==> src/rtl/display_io_hub.sv <==
// Board I/O front end: debounced push buttons plus a multi-source, freezable,
// auto-scanning 7-segment hex display with per-digit blanking.
module display_io_hub #(
  parameter int unsigned NUM_BUTTONS  = 4,
  parameter int unsigned DB_CYCLES    = 16,
  parameter int unsigned NUM_DIGITS   = 8,
  parameter int unsigned NUM_CHANNELS = 4,
  parameter int unsigned SCAN_CYCLES  = 27000000,
  localparam int unsigned DW  = 4 * NUM_DIGITS,
  localparam int unsigned CSW = $clog2(NUM_CHANNELS)
) (
  input  logic                         clk_27,
  input  logic                         Reset,
  input  logic [NUM_BUTTONS-1:0]       pushBut_raw,
  output logic [NUM_BUTTONS-1:0]       pb_state,
  output logic [NUM_BUTTONS-1:0]       pb_press,
  output logic [NUM_BUTTONS-1:0]       pb_release,
  input  logic [NUM_CHANNELS*DW-1:0]   chan_data,
  input  logic [CSW-1:0]               chan_sel,
  input  logic                         chan_load,
  input  logic                         auto_scan,
  input  logic                         freeze,
  input  logic [NUM_DIGITS-1:0]        digit_blank,
  output logic [7*NUM_DIGITS-1:0]      hex_out,
  output logic [CSW-1:0]               active_chan,
  output logic                         frozen
);

  localparam int unsigned DBW  = $clog2(DB_CYCLES);
  localparam int unsigned SW   = $clog2(SCAN_CYCLES);
  localparam int unsigned CSW1 = CSW + 1;
  localparam int unsigned HW   = 7 * NUM_DIGITS;

  // Active-low segment pattern, bit0 = a .. bit6 = g.
  function automatic logic [6:0] seg7(input logic [3:0] nib);
    logic [6:0] seg;
    case (nib)
      4'h0: seg = 7'h40;
      4'h1: seg = 7'h79;
      4'h2: seg = 7'h24;
      4'h3: seg = 7'h30;
      4'h4: seg = 7'h19;
      4'h5: seg = 7'h12;
      4'h6: seg = 7'h02;
      4'h7: seg = 7'h78;
      4'h8: seg = 7'h00;
      4'h9: seg = 7'h10;
      4'hA: seg = 7'h08;
      4'hB: seg = 7'h03;
      4'hC: seg = 7'h46;
      4'hD: seg = 7'h21;
      4'hE: seg = 7'h06;
      default: seg = 7'h0E;
    endcase
    return seg;
  endfunction

  logic [NUM_BUTTONS-1:0]           sync1;
  logic [NUM_BUTTONS-1:0]           sync2;
  logic [NUM_BUTTONS-1:0]           pressed_c;
  logic [NUM_BUTTONS-1:0][DBW-1:0]  db_cnt;
  logic [NUM_BUTTONS-1:0][DBW-1:0]  db_cnt_nxt;
  logic [NUM_BUTTONS-1:0]           pb_state_nxt;
  logic [NUM_BUTTONS-1:0]           pb_press_nxt;
  logic [NUM_BUTTONS-1:0]           pb_release_nxt;

  logic [SW-1:0]                    scan_cnt;
  logic [SW-1:0]                    scan_nxt;
  logic [CSW-1:0]                   chan_nxt;
  logic                             sel_ok_c;

  logic [DW-1:0]                    chan_mux_c;
  logic [DW-1:0]                    disp_reg;
  logic [DW-1:0]                    disp_nxt;
  logic [HW-1:0]                    hex_nxt;

  assign pressed_c = ~sync2;
  assign sel_ok_c  = (CSW1'(chan_sel) < CSW1'(NUM_CHANNELS));

  // Debounce: a button flips only after DB_CYCLES consecutive disagreeing samples.
  always_comb begin
    db_cnt_nxt     = db_cnt;
    pb_state_nxt   = pb_state;
    pb_press_nxt   = '0;
    pb_release_nxt = '0;
    for (int unsigned b = 0; b < NUM_BUTTONS; b++) begin
      if (pressed_c[b] == pb_state[b]) begin
        db_cnt_nxt[b] = '0;
      end else if (db_cnt[b] == DBW'(DB_CYCLES - 1)) begin
        db_cnt_nxt[b]     = '0;
        pb_state_nxt[b]   = pressed_c[b];
        pb_press_nxt[b]   = pressed_c[b];
        pb_release_nxt[b] = ~pressed_c[b];
      end else begin
        db_cnt_nxt[b] = db_cnt[b] + DBW'(1);
      end
    end
  end

  // Channel selection: explicit load beats auto-scan; freeze pauses the scan timer.
  always_comb begin
    chan_nxt = active_chan;
    scan_nxt = scan_cnt;
    if (chan_load) begin
      if (sel_ok_c) begin
        chan_nxt = chan_sel;
        scan_nxt = '0;
      end
    end else if (auto_scan && !freeze) begin
      if (scan_cnt == SW'(SCAN_CYCLES - 1)) begin
        chan_nxt = (active_chan == CSW'(NUM_CHANNELS - 1)) ? '0 : active_chan + CSW'(1);
        scan_nxt = '0;
      end else begin
        scan_nxt = scan_cnt + SW'(1);
      end
    end
  end

  always_comb begin
    chan_mux_c = '0;
    for (int unsigned k = 0; k < NUM_CHANNELS; k++) begin
      if (active_chan == CSW'(k)) chan_mux_c = chan_data[k*DW +: DW];
    end
  end

  // Display latch and segment decode; blanked digits are forced fully dark.
  always_comb begin
    disp_nxt = freeze ? disp_reg : chan_mux_c;
    hex_nxt  = '1;
    for (int unsigned i = 0; i < NUM_DIGITS; i++) begin
      hex_nxt[7*i +: 7] = digit_blank[i] ? 7'h7F : seg7(disp_reg[4*i +: 4]);
    end
  end

  always_ff @(posedge clk_27) begin
    if (Reset) begin
      sync1       <= '1;
      sync2       <= '1;
      db_cnt      <= '0;
      pb_state    <= '0;
      pb_press    <= '0;
      pb_release  <= '0;
      active_chan <= '0;
      scan_cnt    <= '0;
      disp_reg    <= '0;
      frozen      <= 1'b0;
      hex_out     <= '1;
    end else begin
      sync1       <= pushBut_raw;
      sync2       <= sync1;
      db_cnt      <= db_cnt_nxt;
      pb_state    <= pb_state_nxt;
      pb_press    <= pb_press_nxt;
      pb_release  <= pb_release_nxt;
      active_chan <= chan_nxt;
      scan_cnt    <= scan_nxt;
      disp_reg    <= disp_nxt;
      frozen      <= freeze;
      hex_out     <= hex_nxt;
    end
  end

endmodule

==> config.mk <==
export PLATFORM = sky130hd
export DESIGN_NAME = display_io_hub
export DESIGN_NICKNAME = d
export VERILOG_FILES = /design/src/rtl/display_io_hub.sv
export SDC_FILE = /design/constraint.sdc
export NUM_CORES = 1
export LEC_CHECK = 0
export CAP_MARGIN = 20
export CORE_UTILIZATION = 54
export CTS_BUF_LIST = sky130_fd_sc_hd__clkbuf_4 sky130_fd_sc_hd__clkbuf_8
export CTS_CLUSTER_SIZE = 28
export DETAILED_ROUTE_END_ITERATION = 7
export PLACE_DENSITY = 0.95
export RECOVER_POWER = 100
export SLEW_MARGIN = 20
export SYNTH_ARGS = -nofsm -noshare
export SYNTH_HDL_FRONTEND = slang
export SYNTH_SLANG_ARGS = --single-unit
==> constraint.sdc <==
create_clock -name clk_27 -period 4.1 [get_ports clk_27]
set_input_delay 0.82 -clock clk_27 [delete_from_list [all_inputs] [get_ports clk_27]]
set_output_delay 0.82 -clock clk_27 [all_outputs]
set_load 0.1 [all_outputs]
Word level (Yosys, flattened, before mapping)
Memory sizes are Yosys's and may differ from the RTL's. A register that Yosys moved wholly into a read port is not among the register bits.
Cells that the tools add are included.
- multiplexer cells: 9
- eq/ne operators: 12
- bitwise logic cells: 13
- reduce and logical (&&, ||, !) cells: 27
- add/sub/neg operators: 6
- operators with widths (kind ; number):
    $mux 32 ; 4
    $add 25x1->25 const B ; 1
    $eq 25x25->1 const B ; 1
    $mux 25 ; 1
    $reduce_or 3->1 ; 8
    $reduce_or 2->1 ; 9
    $add 4x1->4 const B ; 4
    $eq 4x4->1 const B ; 4
    $not 1->1 ; 12
    $reduce_and 2->1 ; 5
    $mux 2 ; 4
    $eq 1x1->1 ; 4
    $eq 2x2->1 const B ; 2
    $not 4->4 ; 1
    $reduce_bool 2->1 ; 2
    $add 2x1->2 const B ; 1
    $eq 2x1->1 const B ; 1
    $logic_not 2->1 ; 1
    $logic_and 1x1->1 ; 1
    $logic_not 1->1 ; 1
- bits of input ports: 147
- memories kept: 8
- output and inout bits: 71
- word-level logic and storage cells: 97
- ROM bits: 896
- bits in registers: 96
- memories (memory ; depth ; width ; rd ports ; clocked after memory_dff ; wr ports ; line ; text):
    (no name shown) ; 16 ; 7 ; 1 ; 1 ; 0 ; 37 ; case (nib)
    (no name shown) ; 16 ; 7 ; 1 ; 1 ; 0 ; 37 ;
    (no name shown) ; 16 ; 7 ; 1 ; 1 ; 0 ; 37 ;
    (no name shown) ; 16 ; 7 ; 1 ; 1 ; 0 ; 37 ;
    (no name shown) ; 16 ; 7 ; 1 ; 1 ; 0 ; 37 ;
    (no name shown) ; 16 ; 7 ; 1 ; 1 ; 0 ; 37 ;
    2 more memories ; n/a ; n/a ; n/a ; n/a ; n/a ; n/a ;

Longest topological paths before layout
- depth after elaboration: 5
- depth in mapped cells: 9
- gate-level depth less buffers: 7

Worst setup path after synthesis
No wires, ideal clock.
- path kind: register -> register
- from: register active_chan[1]
- to: register disp_reg[21]
- path slack: 1567 ps
- clock period less this slack: 2533 ps
- arrival time: 2438 ps
- buffers on the path: 2
- library setup time: 95 ps
- cell stages (with the launch flop): 9
- cell sequence: dfxtp_1 > inv_1 > ha_1 > clkbuf_1 > nor2b_1 > buf_2 > a221oi_1 > a211o_1 > a221oi_1
- cells in the longest elaborated chain, start to end: 5
- elaborated cells on any way between the ends: 8
- classes of those cells: 3 x eq/ne; 4 x mux; 1 x reduce/logical
- RTL lines (item ; line ; text):
    start: declaration ; 25 ; output logic [CSW-1:0] active_chan,
    start signal: assignment ; 155 ; active_chan <= chan_nxt;
    $logic_not 2->1 ; 122 ; if (active_chan == CSW'(k)) chan_mux_c = chan_data[k*DW +: DW];
    $mux 32 (3 in a row) ; 122 ;
    $mux 32 (*) ; 122 ;
    end signal: assignment ; 157 ; disp_reg <= disp_nxt;
    end: declaration ; 73 ; logic [DW-1:0] disp_reg;
Mark *: on every way between the ends. The rest lies on a longest branch, timed or not.
A chain may end at the register's enable or synchronous reset.

Final worst setup path
- from: register active_chan[0]
- to: register disp_reg[22]
The elaborated chain is that of the path after synthesis.

==> impl_metrics.py <==
metrics = {
    "critical_path": {
        "critPathBufInv": 2,
        "critical_path.cell_chain": "inv_1 -> ha_1 -> clkbuf_2 -> a221oi_1 -> a211o_1 -> a221oi_1",
        "r2r_slack_ps": 1020,
        "critical_path_class": "reg2reg",
        "crit_fanout": 38,
        "start_kind": "flop",
        "crit_top_cell": "a221oi_1",
        "critPathCaptureType": "flop",
        "cp.arrival_ps": 3420,
        "crit_family": "adder cells",
        "worstPathRequired_ps": 4440,
        "max_stage_delay_ps": 980,
        "cpMaxStageDelayCell": "ha_1",
    },
    "timing": {
        "rsz0062_at_grt": "no",
        "setup_viol": 0,
        "slew_headroom_pct": -0.655,
        "max_freq_ghz": 0.325,
        "hold_viol": 0,
        "finClkSkew_ps": 9.94,
        "period_share_pct": 75.0,
        "setup_tns_ps": 0,
        "finalMaxSlewViolations": 33,
        "hold_ws_ps": 412,
        "tightest_slew_ps": 1510,
        "period_minus_slack_ps": 3080,
    },
    "cells_and_area": {
        "fillers": 914,
        "antennaDiodeCount": 0,
        "area_delta_synth_final_pct": 34.3,
        "drive_above_1_share_pct": 6.67,
        "final_common_cell": "dfxtp_1",
        "finalNetCount": 1242,
        "final_cell_mix": "dfxtp_1, clkdlybuf4s50_1, inv_1",
        "largest_register_ff_count": 56,
    },
    "synth": {
        "syn_inst": 845,
        "synth_top_flop_cell": "dfxtp_1",
        "async_flop_share_pct": 0,
        "synth.distinct_cells": 53,
        "syn-num-nets": 1049,
        "synth-seq-area-share_pct": 39.1,
        "synthesis.area_um2": 7770,
        "avgSynthCellArea_um2": 9.20,
        "yosysWarningCount": 0,
        "ys_ff_latch": 152,
        "synth_edf_count": 0,
    },
    "power_and_ir_drop": {
        "vdd_drop_max_v": 0.000252,
        "seq_power_share_pct": 41.1,
        "p_int_w": 0.00270,
        "switchingPower_w": 0.00126,
        "comb_power_share_pct": 24.8,
        "total_leakage_power_nw": 3.95,
        "p_clk_share_pct": 34.2,
        "swShare_pct": 31.9,
        "pwr_density_cell_nw_per_um2": 379,
    },
    "route": {
        "detail-route-antenna-nets": 0,
        "wirelength_um": 21700,
        "vias": 7176,
        "post-route-drc-count": 0,
        "wl_per_cell_um": 17.7,
        "first_pass_iters": 5,
        "drt_iter0_markers": 534,
        "via_per_inst": 5.83,
    },
    "floorplan": {
        "die_area_um2": 14900,
        "fp-row-count": 43,
        "fp.dieW_um": 122,
        "start_util_pct": 55.6,
        "io_pins": 218,
        "core-area_um2": 14000,
        "die_h_um": 122,
    },
    "global_routing": {
        "overflow": 0,
        "grt_pass1_wl_um": 33800,
        "antenna_found_initial": 0,
        "grt_use_total_pct": 29.3,
        "grt_max_degree": 68,
        "grt_pass1_vias": 7065,
    },
    "clocking": {
        "cts_buffer_depth": 2,
        "cts.sinks": 152,
        "cts_buffers": 17,
        "clockRootBuffer": "clkbuf_8",
        "htreeDepth": 4,
        "hold_buffers": 0,
        "clock_latency_ps": 450,
        "cts.clk_slew.worst_paths_ps": 80,
        "post_cts_buffers": 0,
        "cts_resized": 0,
        "cts_tree": "yes",
    },
    "worst_hold_path": {
        "holdCritPathClass": "reg2reg",
    },
    "status": {
        "outcome": "finished with violations",
        "violations": "capacitance limit, slew limit",
    },
    "placed_design": {
        "dp_hpwl_um": 15700,
        "gp_congestion": 0.947,
        "portBuffers": 217,
    },
    "run": {
        "drv_cap": 1,
    },
}
## power groups by stage
stage               sequential, W  combinational [W]  clock, W
detailed placement        0.00166           0.000984         0
global route              0.00164            0.00104   0.00142
finish                    0.00163           0.000979   0.00135
floorplan                 0.00194           0.000361         0
global placement          0.00166           0.000959         0
CTS                       0.00163           0.000992   0.00136
## metrics by stage
step	utilization, %	cell area [µm²]	instances	setup WS [ps]	power (W)
after floorplan	-	7770	845	1570	0.00230
final	74.6	10400	1230	1020	0.00396
after global placement	71.6	10000	1199	1100	0.00262
after CTS	75.0	10500	1230	1170	0.00398
after detailed placement	71.6	10000	1199	1020	0.00264
after global routing	74.6	10400	1230	830	0.00410
## cells in the mapped netlist, types with 17 or more instances
library cell	instances	share of area, %
a211o_1	31	3.5
a21oi_1	40	2.6
nand2_1	50	2.4
o211ai_1	37	3.6
clkbuf_1	41	2.0
mux2i_1	22	2.8
o21ai_0	21	1.4
inv_1	78	3.8
xnor2_1	17	1.9
nand3_1	20	1.3
nor2_1	66	3.2
ha_1	57	9.2
dfxtp_1	152	39
a221oi_1	62	7.0
## routing by layer
layer	vias to the layer above	track usage, %	wire [µm]
met4	0	15.4	758
li1	3425	-	-
met2	311	53.2	11000
met3	64	6.88	1690
met1	3376	31.2	8230
met5	-	0	0
## final timing paths
path | start | to | depth (start not counted)
setup / recovery | active_chan[0]$_SDFFE_PP0P_ | disp_reg[22]$_SDFFE_PP0N_ | 6
hold reg to reg | sync1[2]$_SDFF_PP1_ | sync2[2]$_SDFF_PP1_ | 1
setup reg to reg | active_chan[0]$_SDFFE_PP0P_ | disp_reg[22]$_SDFFE_PP0N_ | 6
hold / removal | sync1[2]$_SDFF_PP1_ | sync2[2]$_SDFF_PP1_ | 1
## area by class of cell
class                      count  area, µm²  area share (%)
tap                          180        225            2.16
clock inverter                10        190            1.82
clock buffer                  21        283            2.71
multi-input combinational    566       4210            40.3
sequential                   152       3040            29.2
inverter                      78        293            2.80
timing repair buffer         223       2200            21.1
## logic make-up (layout without fill, tap and decap cells)
family / Yosys count / count (layout) / share of synthesized area (%)
compound gates: 228 / 228 / 21.9
xor+xnor: 32 / 32 / 3.60
fa+ha+maj: 57 / 57 / 9.17
flops: 152 / 152 / 39.1
buf+inv: 127 / 332 / 6.37
mux: 29 / 29 / 4.86
simple gates: 220 / 220 / 15.0
Power figures use the tool's default switching activity.
